## src/rtl/remote_cmd_link_if.sv

```systemverilog
// Host-side link signals: serial pins, command strobe/status and response byte.
// Debug fields expose the command and receive FSM states for checkers.
interface remote_cmd_link_if;
  logic        RX;
  logic        TX;
  logic [15:0] cmd;
  logic        snd_cmd;
  logic        cmd_snt;
  logic        resp_rdy;
  logic [7:0]  resp;
  logic [1:0]  cmd_state_dbg;
  logic [1:0]  rx_state_dbg;

  modport slave (
    input  RX, cmd, snd_cmd,
    output TX, cmd_snt, resp_rdy, resp, cmd_state_dbg, rx_state_dbg
  );

  modport master (
    output RX, cmd, snd_cmd,
    input  TX, cmd_snt, resp_rdy, resp, cmd_state_dbg, rx_state_dbg
  );
endinterface

```

## src/rtl/remote_cmd_link.sv

```systemverilog
// Knight's Tour host command link: sends a 16-bit command as two 8N1 bytes
// (high byte first) and receives 8-bit response bytes on an independent UART RX.
module remote_cmd_link #(
  parameter int BAUD_DIV = 2604
) (
  input  logic               clk,
  input  logic               rst_n,
  remote_cmd_link_if.slave   link
);

  localparam int CW = $clog2(BAUD_DIV);
  localparam logic [CW-1:0] FULL_TICK = CW'(BAUD_DIV - 1);
  localparam logic [CW-1:0] HALF_TICK = CW'(BAUD_DIV / 2 - 1);

  typedef enum logic [1:0] {C_IDLE = 2'd0, C_HIGH = 2'd1, C_LOW = 2'd2} cmd_state_t;
  typedef enum logic [1:0] {R_IDLE = 2'd0, R_RECV = 2'd1} rx_state_t;

  // Handshake: snd_cmd is a one-cycle valid that is only accepted (implicitly
  // ready) in C_IDLE; cmd_snt is a completion level held until the next accept.

  cmd_state_t      cmd_state, cmd_next;
  logic            load_high, load_low, set_snt;
  logic [9:0]      tx_shift;
  logic [CW-1:0]   tx_baud_cnt;
  logic [3:0]      tx_bit_cnt;
  logic [7:0]      cmd_lo;
  logic            cmd_snt_q;
  logic            baud_done, frame_done;

  assign baud_done  = (tx_baud_cnt == FULL_TICK);
  assign frame_done = baud_done && (tx_bit_cnt == 4'd9);

  always_ff @(posedge clk) begin
    if (rst_n) cmd_state <= C_IDLE;
    else       cmd_state <= cmd_next;
  end

  always_comb begin
    cmd_next  = cmd_state;
    load_high = 1'b0;
    load_low  = 1'b0;
    set_snt   = 1'b0;
    case (cmd_state)
      C_IDLE: if (link.snd_cmd) begin
        load_high = 1'b1;
        cmd_next  = C_HIGH;
      end
      C_HIGH: if (frame_done) begin
        load_low = 1'b1;
        cmd_next = C_LOW;
      end
      C_LOW: if (frame_done) begin
        set_snt  = 1'b1;
        cmd_next = C_IDLE;
      end
      default: cmd_next = C_IDLE;
    endcase
  end

  // The frame register shifts ones in behind the stop bit, so TX idles high.
  always_ff @(posedge clk) begin
    if (rst_n) begin
      tx_shift    <= '1;
      tx_baud_cnt <= '0;
      tx_bit_cnt  <= '0;
      cmd_lo      <= '0;
      cmd_snt_q   <= 1'b0;
    end else begin
      if (load_high) begin
        cmd_lo      <= link.cmd[7:0];
        tx_shift    <= {1'b1, link.cmd[15:8], 1'b0};
        tx_baud_cnt <= '0;
        tx_bit_cnt  <= '0;
        cmd_snt_q   <= 1'b0;
      end else if (load_low) begin
        tx_shift    <= {1'b1, cmd_lo, 1'b0};
        tx_baud_cnt <= '0;
        tx_bit_cnt  <= '0;
      end else if (cmd_state != C_IDLE) begin
        if (baud_done) begin
          tx_baud_cnt <= '0;
          tx_bit_cnt  <= tx_bit_cnt + 4'd1;
          tx_shift    <= {1'b1, tx_shift[9:1]};
        end else begin
          tx_baud_cnt <= tx_baud_cnt + 1'b1;
        end
      end
      if (set_snt) cmd_snt_q <= 1'b1;
    end
  end

  rx_state_t       rx_state, rx_next;
  logic            rx_s1, rx_s2, rx_prev;
  logic [CW-1:0]   rx_cnt;
  logic [9:0]      rx_shift;
  logic            rx_first, rx_tick;
  logic            rx_start, rx_sample, rx_done;
  logic [7:0]      resp_q;
  logic            resp_rdy_q;

  always_ff @(posedge clk) begin
    if (rst_n) begin
      rx_s1   <= 1'b1;
      rx_s2   <= 1'b1;
      rx_prev <= 1'b1;
    end else begin
      rx_s1   <= link.RX;
      rx_s2   <= rx_s1;
      rx_prev <= rx_s2;
    end
  end

  // rx_shift is preloaded with ones; the start bit reaching bit 0 marks a full frame.
  assign rx_first = (rx_shift == 10'h3FF);
  assign rx_tick  = (rx_cnt == (rx_first ? HALF_TICK : FULL_TICK));

  always_ff @(posedge clk) begin
    if (rst_n) rx_state <= R_IDLE;
    else       rx_state <= rx_next;
  end

  always_comb begin
    rx_next   = rx_state;
    rx_start  = 1'b0;
    rx_sample = 1'b0;
    rx_done   = 1'b0;
    case (rx_state)
      R_IDLE: if (rx_prev && !rx_s2) begin
        rx_start = 1'b1;
        rx_next  = R_RECV;
      end
      R_RECV: begin
        if (!rx_shift[0]) begin
          rx_done = 1'b1;
          rx_next = R_IDLE;
        end else if (rx_tick) begin
          if (rx_first && rx_s2) rx_next = R_IDLE;
          else                   rx_sample = 1'b1;
        end
      end
      default: rx_next = R_IDLE;
    endcase
  end

  always_ff @(posedge clk) begin
    if (rst_n) begin
      rx_cnt     <= '0;
      rx_shift   <= '1;
      resp_q     <= '0;
      resp_rdy_q <= 1'b0;
    end else begin
      if (rx_start) begin
        rx_cnt   <= '0;
        rx_shift <= '1;
      end else if (rx_state == R_RECV) begin
        if (rx_tick) rx_cnt <= '0;
        else         rx_cnt <= rx_cnt + 1'b1;
      end
      if (rx_sample) rx_shift <= {rx_s2, rx_shift[9:1]};
      if (rx_done)   resp_q   <= rx_shift[8:1];
      if (load_high || rx_start) resp_rdy_q <= 1'b0;
      if (rx_done)               resp_rdy_q <= 1'b1;
    end
  end

  assign link.TX            = tx_shift[0];
  assign link.cmd_snt       = cmd_snt_q;
  assign link.resp          = resp_q;
  assign link.resp_rdy      = resp_rdy_q;
  assign link.cmd_state_dbg = cmd_state;
  assign link.rx_state_dbg  = rx_state;

endmodule

```

## src/flat_wrapper.sv

```systemverilog
// flat-port wrapper written by rule: the top's interface ports become plain ports
module remote_cmd_link_flat 
#(
  parameter int BAUD_DIV = 2604
)
  (clk, rst_n, link_RX, link_cmd, link_snd_cmd, link_TX, link_cmd_snt, link_resp_rdy, link_resp, link_cmd_state_dbg, link_rx_state_dbg);
  remote_cmd_link_if link_i ();
  input  logic clk;
  input  logic rst_n;
  input wire logic [$bits(link_i.RX)-1:0] link_RX;
  input wire logic [$bits(link_i.cmd)-1:0] link_cmd;
  input wire logic [$bits(link_i.snd_cmd)-1:0] link_snd_cmd;
  output wire logic [$bits(link_i.TX)-1:0] link_TX;
  output wire logic [$bits(link_i.cmd_snt)-1:0] link_cmd_snt;
  output wire logic [$bits(link_i.resp_rdy)-1:0] link_resp_rdy;
  output wire logic [$bits(link_i.resp)-1:0] link_resp;
  output wire logic [$bits(link_i.cmd_state_dbg)-1:0] link_cmd_state_dbg;
  output wire logic [$bits(link_i.rx_state_dbg)-1:0] link_rx_state_dbg;
  assign link_i.RX = link_RX;
  assign link_i.cmd = link_cmd;
  assign link_i.snd_cmd = link_snd_cmd;
  assign link_TX = link_i.TX;
  assign link_cmd_snt = link_i.cmd_snt;
  assign link_resp_rdy = link_i.resp_rdy;
  assign link_resp = link_i.resp;
  assign link_cmd_state_dbg = link_i.cmd_state_dbg;
  assign link_rx_state_dbg = link_i.rx_state_dbg;
  remote_cmd_link #(.BAUD_DIV(BAUD_DIV)) u_core (.clk(clk), .rst_n(rst_n), .link(link_i));
endmodule
```

## config.mk

```make
export PLATFORM = sky130hd
export DESIGN_NAME = remote_cmd_link_flat
export DESIGN_NICKNAME = d
export VERILOG_FILES = /design/src/rtl/remote_cmd_link_if.sv /design/src/rtl/remote_cmd_link.sv /design/src/flat_wrapper.sv
export SDC_FILE = /design/constraint.sdc
export NUM_CORES = 1
export LEC_CHECK = 0
export CAP_MARGIN = 20
export CELL_PAD_IN_SITES_DETAIL_PLACEMENT = 0
export CELL_PAD_IN_SITES_GLOBAL_PLACEMENT = 1
export CORE_UTILIZATION = 44
export CTS_BUF_LIST = sky130_fd_sc_hd__clkbuf_2
export DETAILED_ROUTE_END_ITERATION = 8
export PLACE_DENSITY = 0.92
export RECOVER_POWER = 100
export SLEW_MARGIN = 20
export SYNTH_ARGS = -nofsm -noshare
export SYNTH_HDL_FRONTEND = slang
export SYNTH_SLANG_ARGS = --single-unit
```

## constraint.sdc

```tcl
create_clock -name clk -period 2.92 [get_ports clk]
set_input_delay 0.876 -clock clk [delete_from_list [all_inputs] [get_ports clk]]
set_output_delay 0.876 -clock clk [all_outputs]
set_load 0.01 [all_outputs]
```

==> flow_summary.toml <==
[run_status]
status = "completed"

[critical_path]
slowest_stage = "dlygate4sd3_1"
reg2reg_depth = 5
path_buf_inv = 1
path_cells = "dlygate4sd3_1"
reg2reg_slack_ns = 0.39
r2r-end = "u_core.tx_shift[8]"
cp-start-kind = "flip-flop"
crit_path_max_incr_delay_ns = 0.65
critPathRequiredTime_ns = 2.04
end_kind = "output pin"
path_max_fanout = 10
worstSetupPathType = "flip-flop to output pin"
critical_path_arrival_ns = 1.68
cp_top_family = "buffers and inverters"
r2r-start = "u_core.tx_baud_cnt[2]"

[die]
row_count = 30
dieWidth_um = 85.6
core_um2 = 6760
die_h_um = 85.6
initial_core_util_pct = 45.5
ios = 35
dieArea_um2 = 7330

[clock_network]
cts_buffer_depth = 2
cts.sinks = 71
cts_buffers = 9
cts_tree = "built"
cts-resized-gates = 0
h-tree-depth = 3
cts_setup_buffers = 0
path_clk_slew_ns = 0.20
insertion_delay_ns = 0.49
clockRootBuffer = "clkbuf_2"
postCtsHoldBufs = 0

[routing]
drt_iter0_markers = 59
vias = 2585
drt_first_pass_iters = 4
routed_via_density = 5.40
avgRoutedWirePerCell_um = 12.8
wirelength_mm = 6.14
ant_nets = 0
drc = 0

[global_route]
grt_max_degree = 25
grt_pass1_wl_mm = 10.6
antenna_found_initial = 0
grt_pass1_vias = 2393
grt_util_all_layers_pct = 18.1
grt.overflow.total = 0

[final_layout]
register_area_um2 = 1420
final_cells = 479
multi_input_area_um2 = 1530
fillers = 639
diodes = 0
final_common_cell = "dfxtp_1"
drive_above_1_share_pct = 6.02
layout_common_cells = "dfxtp_1 (71), nor2_1 (59), nand2_1 (57)"
final_util_pct = 53.6
area_growth_pct = 17.8
final_nets = 419

[logic_synthesis]
yosys_warnings = 0
ys_dominant_reg_cell = "dfxtp_1"
synthArstFlopShare_pct = 0
ys_ff_latch = 71
avgSynthCellArea_um2 = 8.50
netlist_area_um2 = 3080
synthCells = 362
synth.distinct_cells = 44
yosysSeqAreaShare_pct = 46.2
synth_edf_count = 0
synth_nets = 386

[power]
leakage_nw = 1.27
p_per_area_nw_per_um2 = 525
vdd_ir_drop_max_mv = 0.335

[worst_hold_path]
hold-path-cell-count = 1
min_from = "u_core.rx_s1"
holdCritPathClass = "flip-flop to flip-flop"
whs_endpoint = "u_core.rx_s2"

[sta]
rsz0062_at_grt = "no"
post-route-min-period_ns = 2.56
setup_viol = 0
timing.final.hold_violations = 0
relSlewSlack_pct = 32.9
clock.fmax_mhz = 391
fin_crit_sh_pct = 87.7
slew_violations = 0
worst_slew_pin_slew_ns = 1.01
setup_tns_ns = 0
clock_skew_ns = 0.0295

[run]
drv_cap = 0

[placement]
dp.cells = 464
gp_congestion = 0.773
portBuffers = 33
dp_hpwl_mm = 4.23
==> stage by stage <==
step / hold WS, ns / setup WS (ns) / cell area, µm² / power [mW]
after floorplan: 0.389 / 0.743 / 3080 / 1.09
after global placement: 0.418 / 0.484 / 3480 / 1.14
after detailed placement: 0.417 / 0.462 / 3480 / 1.14
after CTS: 0.459 / 0.363 / 3660 / 1.93
after global routing: 0.472 / 0.201 / 3620 / 1.98
final: 0.447 / 0.360 / 3620 / 1.90
==> synthesized netlist by cell type, types with 2 or more instances <==
library cell | number | area share (%)
dfxtp_1 | 71 | 46
nand4_1 | 13 | 2.6
a21oi_1 | 26 | 4.2
inv_1 | 6 | 0.73
nor4bb_1 | 2 | 0.65
buf_4 | 2 | 0.49
or3_1 | 3 | 0.61
nand2_1 | 57 | 7.0
ha_1 | 4 | 1.6
clkbuf_1 | 14 | 1.7
nand3b_1 | 3 | 0.73
nor3_1 | 8 | 1.3
o21ai_0 | 5 | 0.81
nor3b_1 | 3 | 0.73
a221oi_1 | 8 | 2.3
xnor2_1 | 10 | 2.8
nand2b_1 | 3 | 0.61
nor2_1 | 58 | 7.1
nand3_1 | 4 | 0.65
xor2_1 | 13 | 3.7
or2_2 | 4 | 0.81
o2111ai_1 | 2 | 0.57
mux2i_1 | 10 | 3.3
and4_1 | 2 | 0.57
and2_1 | 2 | 0.41
nor2b_1 | 4 | 0.81
a22oi_1 | 8 | 2.0
==> metal layers <==
layer  global-route usage, %  up-vias  share of wire (%)
met5                       0        -                  0
met4                    5.76        0                1.1
met3                    5.58        5                3.5
met2                    30.3       39                 48
met1                    22.4     1230                 48
li1                        -     1311                  -
==> worst max path at each step <==
stage          slack (ns)                         start  depth (start not counted)               endpoint
6_report             0.36  u_core.link.cmd_state_dbg[0]                          1  link_cmd_state_dbg[0]
3_5_place_dp         0.46                         rst_n                          4  u_core.tx_baud_cnt[2]
5_1_grt              0.20  u_core.link.cmd_state_dbg[0]                          1  link_cmd_state_dbg[0]
4_1_cts              0.36  u_core.link.cmd_state_dbg[0]                          1  link_cmd_state_dbg[0]
2_1_floorplan        0.74         u_core.tx_baud_cnt[2]                          6  u_core.tx_baud_cnt[2]
3_3_place_gp         0.48                         rst_n                          4  u_core.tx_baud_cnt[2]
==> cell type report <==
cell class                      count  share of cell area, %
Sequential cell                    71                   39.2
Clock inverter                      6                   3.66
Timing Repair Buffer               40                   10.4
Tap cell                           80                   2.76
Multi-Input combinational cell    267                   42.1
Inverter                            6                  0.622
Clock buffer                        9                   1.24
==> state kept, by name, indices dropped and copies added, names as in the netlist <==
signal                     cells
u_core.rx_cnt                 12
u_core.tx_baud_cnt            12
u_core.rx_shift               10
u_core.tx_shift                9
u_core.cmd_lo                  8
u_core.link.resp               8
u_core.tx_bit_cnt              4
u_core.link.cmd_state_dbg      2
u_core.link.cmd_snt            1
u_core.link.resp_rdy           1
u_core.link.rx_state_dbg       1
u_core.rx_prev                 1
u_core.rx_s1                   1
u_core.rx_s2                   1
==> power breakdown <==
part | total [mW] | internal, mW | leakage (nW) | switching (mW)
combinational | 0.107 | 0.0508 | 0.596 | 0.0561
clock | 0.788 | 0.451 | 0.100 | 0.337
sequential | 1.01 | 0.992 | 0.577 | 0.0148
total | 1.90 | 1.49 | 1.27 | 0.408
==> worst register-to-register path, delay by kind of cell (launching register included) <==
family	cells	cell delay (ns)
AO/OA/AOI/OAI	1	0.34
flip-flops	1	0.40
AND/OR/NAND/NOR	4	1.72
==> logic make-up (layout without fill, tap and decap cells) <==
group / Yosys count / count (layout) / share of synthesized area (%)
multiplexers: 11 / 11 / 3.62
AO/OA/AOI/OAI: 53 / 53 / 10.9
adder cells (fa/ha/maj): 4 / 4 / 1.63
flip-flops: 71 / 71 / 46.2
XOR/XNOR: 23 / 23 / 6.55
AND/OR/NAND/NOR: 175 / 175 / 27.8
other: 1 / 1 / 0.122
buffers and inverters: 24 / 61 / 3.21
No activity file was read; power rests on OpenSTA's default activity.
